--- src/rtl/prog_delay_line_pkg.sv ---
// Shared types and elaboration-time helpers for the programmable delay line:
// width derivation, delay clamping and the per-channel fill state.
package prog_delay_line_pkg;

  typedef enum logic {
    CH_FILLING = 1'b0,
    CH_VALID   = 1'b1
  } ch_state_e;

  // Index width for n entries, never below one bit.
  function automatic int unsigned pdl_idx_w(input int unsigned n);
    return (n <= 1) ? 1 : $clog2(n);
  endfunction

  // Width able to hold 0..max_delay inclusive.
  function automatic int unsigned pdl_dly_w(input int unsigned max_delay);
    return $clog2(max_delay + 1);
  endfunction

  function automatic int unsigned pdl_clamp(input int unsigned req,
                                            input int unsigned max_delay);
    if (req == 0) return 1;
    if (req > max_delay) return max_delay;
    return req;
  endfunction

  function automatic ch_state_e pdl_state(input int unsigned fill,
                                          input int unsigned dly);
    return (fill >= dly) ? CH_VALID : CH_FILLING;
  endfunction

endpackage

--- src/rtl/prog_delay_line_delay_ring_mem.sv ---
// Ring storage for the delay line: one full-width write port and one
// combinational read port per channel lane.
module delay_ring_mem #(
  parameter int unsigned DEPTH  = 8,
  parameter int unsigned LANES  = 2,
  parameter int unsigned LANE_W = 8,
  parameter int unsigned AW     = 3
) (
  input  logic                     clk,
  input  logic                     i_we,
  input  logic [AW-1:0]            i_waddr,
  input  logic [LANES*LANE_W-1:0]  i_wdata,
  input  logic [LANES*AW-1:0]      i_raddr,
  output logic [LANES*LANE_W-1:0]  o_rdata
);

  logic [LANES*LANE_W-1:0] r_mem [DEPTH];

  // No reset: stale contents are masked by the channel valid logic.
  always_ff @(posedge clk) begin
    if (i_we) r_mem[i_waddr] <= i_wdata;
  end

  always_comb begin
    o_rdata = '0;
    for (int unsigned p = 0; p < LANES; p++) begin
      o_rdata[p*LANE_W +: LANE_W] = r_mem[i_raddr[p*AW +: AW]][p*LANE_W +: LANE_W];
    end
  end

endmodule

--- src/rtl/prog_delay_line.sv ---
// Multi-channel programmable cycle-delay line: each channel delays its input
// lane by a run-time programmable number of enabled clock cycles.
module prog_delay_line
  import prog_delay_line_pkg::*;
#(
  parameter int unsigned CHANNELS      = 2,
  parameter int unsigned WIDTH         = 8,
  parameter int unsigned MAX_DELAY     = 8,
  parameter int unsigned DEFAULT_DELAY = 4
) (
  input  logic                               clk,
  input  logic                               rst_n,
  input  logic                               en,
  input  logic                               flush,
  input  logic [CHANNELS*WIDTH-1:0]          in_data,
  input  logic                               cfg_we,
  input  logic [pdl_idx_w(CHANNELS)-1:0]     cfg_ch,
  input  logic [pdl_dly_w(MAX_DELAY)-1:0]    cfg_delay,
  output logic [CHANNELS*WIDTH-1:0]          out_data,
  output logic [CHANNELS-1:0]                out_valid
);

  localparam int unsigned DLY_W = pdl_dly_w(MAX_DELAY);
  localparam int unsigned PTR_W = pdl_idx_w(MAX_DELAY);
  localparam int unsigned DW    = CHANNELS * WIDTH;

  logic [PTR_W-1:0]      r_wp;
  logic [DLY_W-1:0]      r_fill     [CHANNELS];
  logic [DLY_W-1:0]      r_dly      [CHANNELS];
  logic [DW-1:0]         r_out_data;
  logic [CHANNELS-1:0]   r_out_valid;

  logic                  w_adv;
  logic                  w_cfg_hit;
  logic [DLY_W-1:0]      w_cfg_dly;
  logic [CHANNELS-1:0]   w_sel;
  logic [DLY_W-1:0]      w_fill_nxt [CHANNELS];
  logic [CHANNELS-1:0]   w_val_nxt;
  logic [DW-1:0]         w_dat_nxt;
  logic [CHANNELS*PTR_W-1:0] w_rd_addr;
  logic [DW-1:0]         w_rd_data;

  assign w_adv     = en & ~flush;
  assign w_cfg_hit = cfg_we & (32'(cfg_ch) < CHANNELS);
  assign w_cfg_dly = DLY_W'(pdl_clamp(32'(cfg_delay), MAX_DELAY));

  assign out_data  = r_out_data;
  assign out_valid = r_out_valid;

  delay_ring_mem #(
    .DEPTH  (MAX_DELAY),
    .LANES  (CHANNELS),
    .LANE_W (WIDTH),
    .AW     (PTR_W)
  ) u_ring (
    .clk     (clk),
    .i_we    (w_adv),
    .i_waddr (r_wp),
    .i_wdata (in_data),
    .i_raddr (w_rd_addr),
    .o_rdata (w_rd_data)
  );

  // Read address is taken before this edge's write: sample d-1 back sits at
  // wp-(d-1); d=1 bypasses the ring and registers in_data directly.
  always_comb begin
    w_sel     = '0;
    w_val_nxt = '0;
    w_dat_nxt = '0;
    w_rd_addr = '0;
    for (int unsigned c = 0; c < CHANNELS; c++) begin
      w_sel[c] = w_cfg_hit && (32'(cfg_ch) == c);
      w_rd_addr[c*PTR_W +: PTR_W] =
        PTR_W'((32'(r_wp) + MAX_DELAY + 1 - 32'(r_dly[c])) % MAX_DELAY);
      w_fill_nxt[c] = (32'(r_fill[c]) < MAX_DELAY) ? r_fill[c] + DLY_W'(1)
                                                   : r_fill[c];
      w_val_nxt[c] = (pdl_state(32'(w_fill_nxt[c]), 32'(r_dly[c])) == CH_VALID);
      if (w_val_nxt[c]) begin
        w_dat_nxt[c*WIDTH +: WIDTH] = (r_dly[c] == DLY_W'(1))
                                      ? in_data[c*WIDTH +: WIDTH]
                                      : w_rd_data[c*WIDTH +: WIDTH];
      end
    end
  end

  // A config write to a channel overrides its advance/flush results for that
  // edge (later non-blocking assignments win), leaving other channels alone.
  always_ff @(posedge clk or negedge rst_n) begin
    if (!rst_n) begin
      r_wp        <= '0;
      r_out_data  <= '0;
      r_out_valid <= '0;
      for (int unsigned c = 0; c < CHANNELS; c++) begin
        r_fill[c] <= '0;
        r_dly[c]  <= DLY_W'(DEFAULT_DELAY);
      end
    end else begin
      if (flush) begin
        r_wp        <= '0;
        r_out_data  <= '0;
        r_out_valid <= '0;
        for (int unsigned c = 0; c < CHANNELS; c++) r_fill[c] <= '0;
      end else if (en) begin
        r_wp        <= (32'(r_wp) == MAX_DELAY - 1) ? '0 : r_wp + PTR_W'(1);
        r_out_data  <= w_dat_nxt;
        r_out_valid <= w_val_nxt;
        for (int unsigned c = 0; c < CHANNELS; c++) r_fill[c] <= w_fill_nxt[c];
      end
      for (int unsigned c = 0; c < CHANNELS; c++) begin
        if (w_sel[c]) begin
          r_dly[c]                     <= w_cfg_dly;
          r_fill[c]                    <= '0;
          r_out_valid[c]               <= 1'b0;
          r_out_data[c*WIDTH +: WIDTH] <= '0;
        end
      end
    end
  end

endmodule

--- config.mk ---
export PLATFORM = sky130hd
export DESIGN_NAME = prog_delay_line
export DESIGN_NICKNAME = d
export VERILOG_FILES = /design/src/rtl/prog_delay_line_pkg.sv /design/src/rtl/prog_delay_line_delay_ring_mem.sv /design/src/rtl/prog_delay_line.sv
export SDC_FILE = /design/constraint.sdc
export NUM_CORES = 1
export LEC_CHECK = 0
export ABC_AREA = 1
export CORE_MARGIN = 2
export CORE_UTILIZATION = 32
export DETAILED_ROUTE_END_ITERATION = 16
export PLACE_DENSITY = 0.52
export SLEW_MARGIN = 15
export SYNTH_ARGS = -nofsm -noshare
export SYNTH_HDL_FRONTEND = slang
export SYNTH_HIERARCHICAL = 1
export SYNTH_SLANG_ARGS = --single-unit
--- constraint.sdc ---
create_clock -name clk -period 2.3 [get_ports clk]
set_clock_uncertainty 0.15 [all_clocks]
set_input_delay 0.46 -clock clk [delete_from_list [all_inputs] [get_ports clk]]
set_output_delay 0.46 -clock clk [all_outputs]
set_load 0.02 [all_outputs]
=== Word-level counts from Yosys, hierarchy flattened ===
Memory sizes are Yosys's and may differ from the RTL's.
Index checks and enable logic that the tools add are counted.

* Order comparisons: 5
* Bitwise logic cells: 3
* Shift-type cells: 0
* Div/mod/pow operators: 0
* Eq/ne operators: 3
* Muxes and demuxes: 32
* Add/sub/neg operators: 7
* Reductions and logical operators: 6
* $mul: 0

{| class="wikitable"
|+ Operators by type and width
! kind !! count
|-
| $mux W8 || 8
|-
| $mux W16 || 2
|-
| $mux W4 || 7
|-
| $mux W1 || 10
|-
| $add A3 B1 Y3 const B || 3
|-
| $mux W3 || 3
|-
| $add A4 B1 Y4 const B || 2
|-
| $eq A4 B1 Y1 const B || 2
|-
| $ge A4 B4 Y1 || 2
|-
| $lt A4 B4 Y1 const B || 2
|-
| $reduce_bool A3 Y1 || 2
|-
| $sub A3 B3 Y3 || 2
|-
| $gt A4 B4 Y1 const B || 1
|-
| $logic_not A4 Y1 || 1
|-
| $mux W2 || 2
|-
| $eq A3 B3 Y1 const B || 1
|-
| $logic_and A1 B1 Y1 || 2
|-
| $not A1 Y1 || 2
|-
| $reduce_bool A2 Y1 || 1
|-
| $and A1 B1 Y1 || 1
|}

* RAM bits: 128
* ROM bits: 0
* Output and inout bits: 18
* Bits in latches: 0
* Register bits after elaboration: 37
* Word-level logic and storage cells: 66
* Memories kept: 1

{| class="wikitable"
|+ Memory list
! memory !! words !! bits a word !! rd ports !! clocked after Yosys merged registers in !! write ports !! RTL line !! source
|-
| u_ring.r_mem || 8 || 16 || 2 || 0 || 1 || prog_delay_line_delay_ring_mem.sv:17 || <nowiki>logic [LANES*LANE_W-1:0] r_mem [DEPTH];</nowiki>
|}

=== Depth between registers and ports, before layout ===
An unclocked memory read counts as a cell.

* Depth after elaboration: 9
* Depth in mapped cells: 14

=== By module ===
The synthesis kept the hierarchy.

{| class="wikitable"
|+ Modules (own cells, without submodules)
! module !! seq. area each (sq um) !! cells an instance !! times used !! area an instance (sq um)
|-
| delay_ring_mem || 3,843.7 || 573 || 1 || 5,714.2
|-
| prog_delay_line || 928.4 || 278 || 1 || 2,244.7
|}

=== Worst setup path before layout ===
Ideal clock, no wire load.

* Kind: register -> register
* Start: reg r_wp[0]
* End: reg r_out_data[6], in the netlist out_data[6]
* Data required time: 2.032 ns
* Path slack: -0.231 ns
* Buffers on the path: 1
* Arrival time: 2.263 ns
* Cell stages (with the launch flop): 13
* Path through: dfrtp_1 ha_1 fa_1 xnor2_1 xor2_1 clkbuf_1 inv_1 nand2_1 nand2_1 nand2_1 nand2_1 nand3_1 nand2_1

* Longest elaborated chain between the ends: 9

{| class="wikitable"
|+ RTL lines
! element !! RTL line !! source
|-
| start, declared || prog_delay_line.sv:27 || <nowiki>logic [PTR_W-1:0] r_wp;</nowiki>
|-
| start signal, assigned || prog_delay_line.sv:104 || <nowiki>r_wp <= (32'(r_wp) == MAX_DELAY - 1) ? '0 : r_wp + PTR_W'(1);</nowiki>
|-
| $add A3 B1 Y3 (2 in series) || prog_delay_line.sv:74 || <nowiki>PTR_W'((32'(r_wp) + MAX_DELAY + 1 - 32'(r_dly[c])) % MAX_DELAY);</nowiki>
|-
| $sub A3 B3 Y3 || prog_delay_line.sv:74 ||
|-
| named net w_rd_addr[2] || prog_delay_line.sv:40 || <nowiki>logic [CHANNELS*PTR_W-1:0] w_rd_addr;</nowiki>
|-
| $mem_v2 Z8 W16 || n/a ||
|-
| named net w_rd_data[6] || prog_delay_line.sv:41 || <nowiki>logic [DW-1:0] w_rd_data;</nowiki>
|-
| $mux W8 || prog_delay_line.sv:80 || <nowiki>? in_data[c*WIDTH +: WIDTH]</nowiki>
|-
| $mux W8 || prog_delay_line.sv:78 || <nowiki>if (w_val_nxt[c]) begin</nowiki>
|-
| $mux W16 || prog_delay_line.sv:103 || <nowiki>end else if (en) begin</nowiki>
|-
| $mux W16 || prog_delay_line.sv:98 || <nowiki>if (flush) begin</nowiki>
|-
| $mux W8 || prog_delay_line.sv:110 || <nowiki>if (w_sel[c]) begin</nowiki>
|-
| end signal, assigned || prog_delay_line.sv:105 || <nowiki>r_out_data <= w_dat_nxt;</nowiki>
|-
| end, declared || prog_delay_line.sv:30 || <nowiki>logic [DW-1:0] r_out_data;</nowiki>
|}

The timed path passes the listed nets, and every way through them passes these cells. The select of a mux whose other input is x is not followed.
A chain may end at the register's enable or synchronous reset.

=== Worst setup path in the final report ===
* Start: reg r_wp[1]
* End: reg r_out_data[3], in the netlist out_data[3]

Same word-level chain as after synthesis.

==> results.toml <==
[routing]
viasPerCell = 4.35
dr.pass1.iters = 4
drt_iter0_drc = 381
wire_per_inst_um = 14.6
dr_total_vias = 5512
drc = 0
wirelength_um = 18500
ant_nets = 0

[timing]
worstMarginPinSlew_ns = 0.701
holdWs_ns = 0.338
slew_violations = 0
fin_crit_sh_pct = 102
setup_tns_ns = -0.172
maxSlewHeadroom_pct = 53.3
finalHoldViolCount = 0
rsz0062_at_grt = "true"
fmax_mhz = 428
fin_ws_ns = -0.0381
finalSetupViolCount = 12
fin_crit_ns = 2.34

[place]
hpwl_um = 12100
dpl_worst_slack_ns = -0.313
port_buffers = 43
gp_congestion = 0.753

[worst_setup_path]
slowest_delay_ns = 0.41
arrival_ns = 2.56
path_cells = "ha_4, fa_2, xnor2_4, xor2_4, buf_6, nand2_1, nand2_1, nand2_1, nand2_1, nand3_1, nand2_1"
path_max_fanout = 5
crit_type = "reg -> reg"
critPathMostFrequentCell = "nand2_1"
crit_required_ns = 2.52
start_kind = "flip-flop"
startpoint = "r_wp[1]"
rr_startpoint = "r_wp[1]"
cp_slowest_cell = "dfrtp_1"
crit_path_end_kind = "flip-flop"

[power]
vdd_drop_max_mv = 0.469
power_switching_uw = 2430
powerDensity_nw_per_um2 = 833
p_sw_share_pct = 30.0
clockPowerShare_pct = 36.1
intPower_uw = 5670
power_uw = 8100
leakage_uw = 0.00452
seqPwrFrac_pct = 41.3
p_comb_share_pct = 22.6

[global_routing]
gr-usage-all-layers_pct = 14.8
grt_overflow = 0
grt_pass1_wl_um = 29800
grt_start_max_net_pins = 33
antenna_found_initial = 0
grt_pass1_vias = 5335

[logic_synthesis]
syn_avg_cell_area_um2 = 9.35
synth_warnings = 6
syn_area_um2 = 7960
ys_ff_latch = 165
synth.distinct_cells = 31
syn_nets = 893
ys_seq_area_share_pct = 60.0
syn_inst = 851

[min_path]
min_from = "out_data[4]"
hp-class = "reg -> reg"

[layout]
multi_input_area_um2 = 2420
area_growth_syn_to_layout_pct = 22.1
n_antenna_cell = 0
register_area_um2 = 4770
drive_gt1_share_pct = 13.7
fill_cells = 2448
fin_nets = 971

[clock_tree]
path_clk_slew_ns = 0.07
cts_buffers = 17
clk_path_buf_depth = 2
clkLatencyLatePin_ns = 0.42
tritoncts = "yes"
cts_sinks = 165
postCtsSetupRepairBufs = 0
htreeDepth = 4
root_buffer = "clkbuf_16"

[floorplanning]
core_um2 = 24400
die_area_um2 = 26100
dieWidth_um = 162
num_rows = 57
io_pins = 44
die_y_um = 162
initial_utilization_pct = 32.6

[outcome]
violations = "negative setup slack"
status = "finished with violations"

[flow_run]
drv_cap = 0
-- state kept, by name, summed over array words and instances, names as in the netlist --
signal / cells
r_wp: 3
u_ring/r_mem: 128
r_dly: 8
r_fill: 8
out_data: 16
out_valid: 2
-- area by class of cell --
class	instances	share of cell area, %
Tap cell	324	4.17
Inverter	173	6.86
Clock buffer	17	4.38
Clock inverter	15	1.84
Sequential cell	165	49.1
Multi-Input combinational cell	487	24.9
Timing Repair Buffer	85	8.70
-- power groups by stage --
stage / clock network [uW] / logic, uW / registers [uW]
4_1_cts: 2980 / 1810 / 3340
3_5_place_dp: 0 / 1710 / 3400
3_3_place_gp: 0 / 1720 / 3400
6_report: 2920 / 1830 / 3340
5_1_grt: 3100 / 2050 / 3350
2_1_floorplan: 0 / 1180 / 3420
-- per-stage QoR --
stage / utilization, % / area (um2) / std cells
finish: 39.8 / 9720 / 1266
global route: 39.8 / 9720 / 1266
CTS: 39.8 / 9700 / 1266
detailed placement: 36.8 / 8980 / 1233
global placement: 36.8 / 8980 / 1233
floorplan: - / 7980 / 851
-- repair_timing --
| action | 4_1_cts | 5_1_grt |
|---|---|---|
| hold buffers | 1 | 0 |
| endpoints found under the setup margin | 16 | 16 |
| pin swaps | 13 | 7 |
| gates resized for setup | 24 | 6 |
| endpoints found under the hold margin | 25 | 0 |
| cloned | 0 | 0 |
-- critical path, delay by kind of cell (launching register included) --
kind,cells,cell delay (ns)
XOR/XNOR,2,0.45
buffers and inverters,1,0.17
adder cells (fa/ha/maj),2,0.66
AND/OR/NAND/NOR,6,0.42
flip-flops,1,0.41
-- logic make-up after synthesis --
| logic type | count (synthesis) | share of synthesized area [%] |
|---|---|---|
| xor+xnor | 8 | 0.880 |
| flops | 165 | 60.0 |
| compound gates | 24 | 1.87 |
| buf+inv | 199 | 11.2 |
| simple gates | 439 | 23.4 |
| fa+ha+maj | 16 | 2.70 |
-- layout by cell type (no fill, tap or decap), types with 3 or more instances in the layout --
cell / count
nand2_1: 300
inv_1: 162
edfxtp_1: 128
nand3_1: 98
clkdlybuf4s50_1: 42
dfrtp_1: 34
buf_4: 30
clkbuf_16: 17
nand2_2: 14
ha_1: 12
nor2_2: 10
nor2_4: 7
buf_12: 7
inv_2: 6
a21oi_1: 6
xor2_1: 5
o21a_1: 4
o22ai_1: 4
nand3_2: 4
inv_6: 4
clkinvlp_4: 4
buf_6: 4
nor2_1: 3
o21ai_1: 3
o21ai_0: 3
bufinv_16: 3
inv_4: 3
-- metal layers --
layer  track usage [%]  up-vias  routed length (um)
met3              2.68       15                 654
li1                  -     2823                   -
met5                 0        -                   0
met4              4.63        0                 226
met1              21.8     2573                9300
met2              22.3      101                8270
-- worst paths after layout --
kind / endpoint / slack (ns) / cells after the start
worst max register to register: out_data[3] / -0.04 / 11
worst max-delay path: out_data[3] / -0.04 / 11
min in group asynchronous: r_fill[7] / 0.46 / 2
worst min register to register: out_data[4] / 0.34 / 2
max in group asynchronous: out_data[5] / 0.91 / 3
worst min-delay path: out_data[4] / 0.34 / 2
-- cell usage after synthesis --
master,count,area (um2)
nand4_1,2,12.5
fa_1,2,40.0
nand2_4,1,11.3
ha_1,14,175
o21ai_2,1,8.76
nand2_1,311,1170
nor2_1,11,41.3
nand3_1,100,500
xor2_1,6,52.6
o21a_1,4,30.0
nor2_4,7,78.8
a22o_1,2,17.5
dfstp_2,2,52.6
nand2_2,3,18.8
dfrtp_1,35,876
o21ai_0,3,15.0
o31ai_1,1,7.51
edfxtp_1,128,3840
inv_4,2,12.5
a21oi_1,6,30.0
xnor2_1,2,17.5
buf_4,8,60.1
buf_6,14,158
inv_2,8,30.0
clkbuf_1,2,7.51
o21ai_1,3,15.0
o22ai_1,4,25.0
buf_2,2,10.0
inv_1,163,612
nand3_2,2,20.0
nor2_2,2,12.5
No activity file was read; power rests on OpenSTA's default activity.
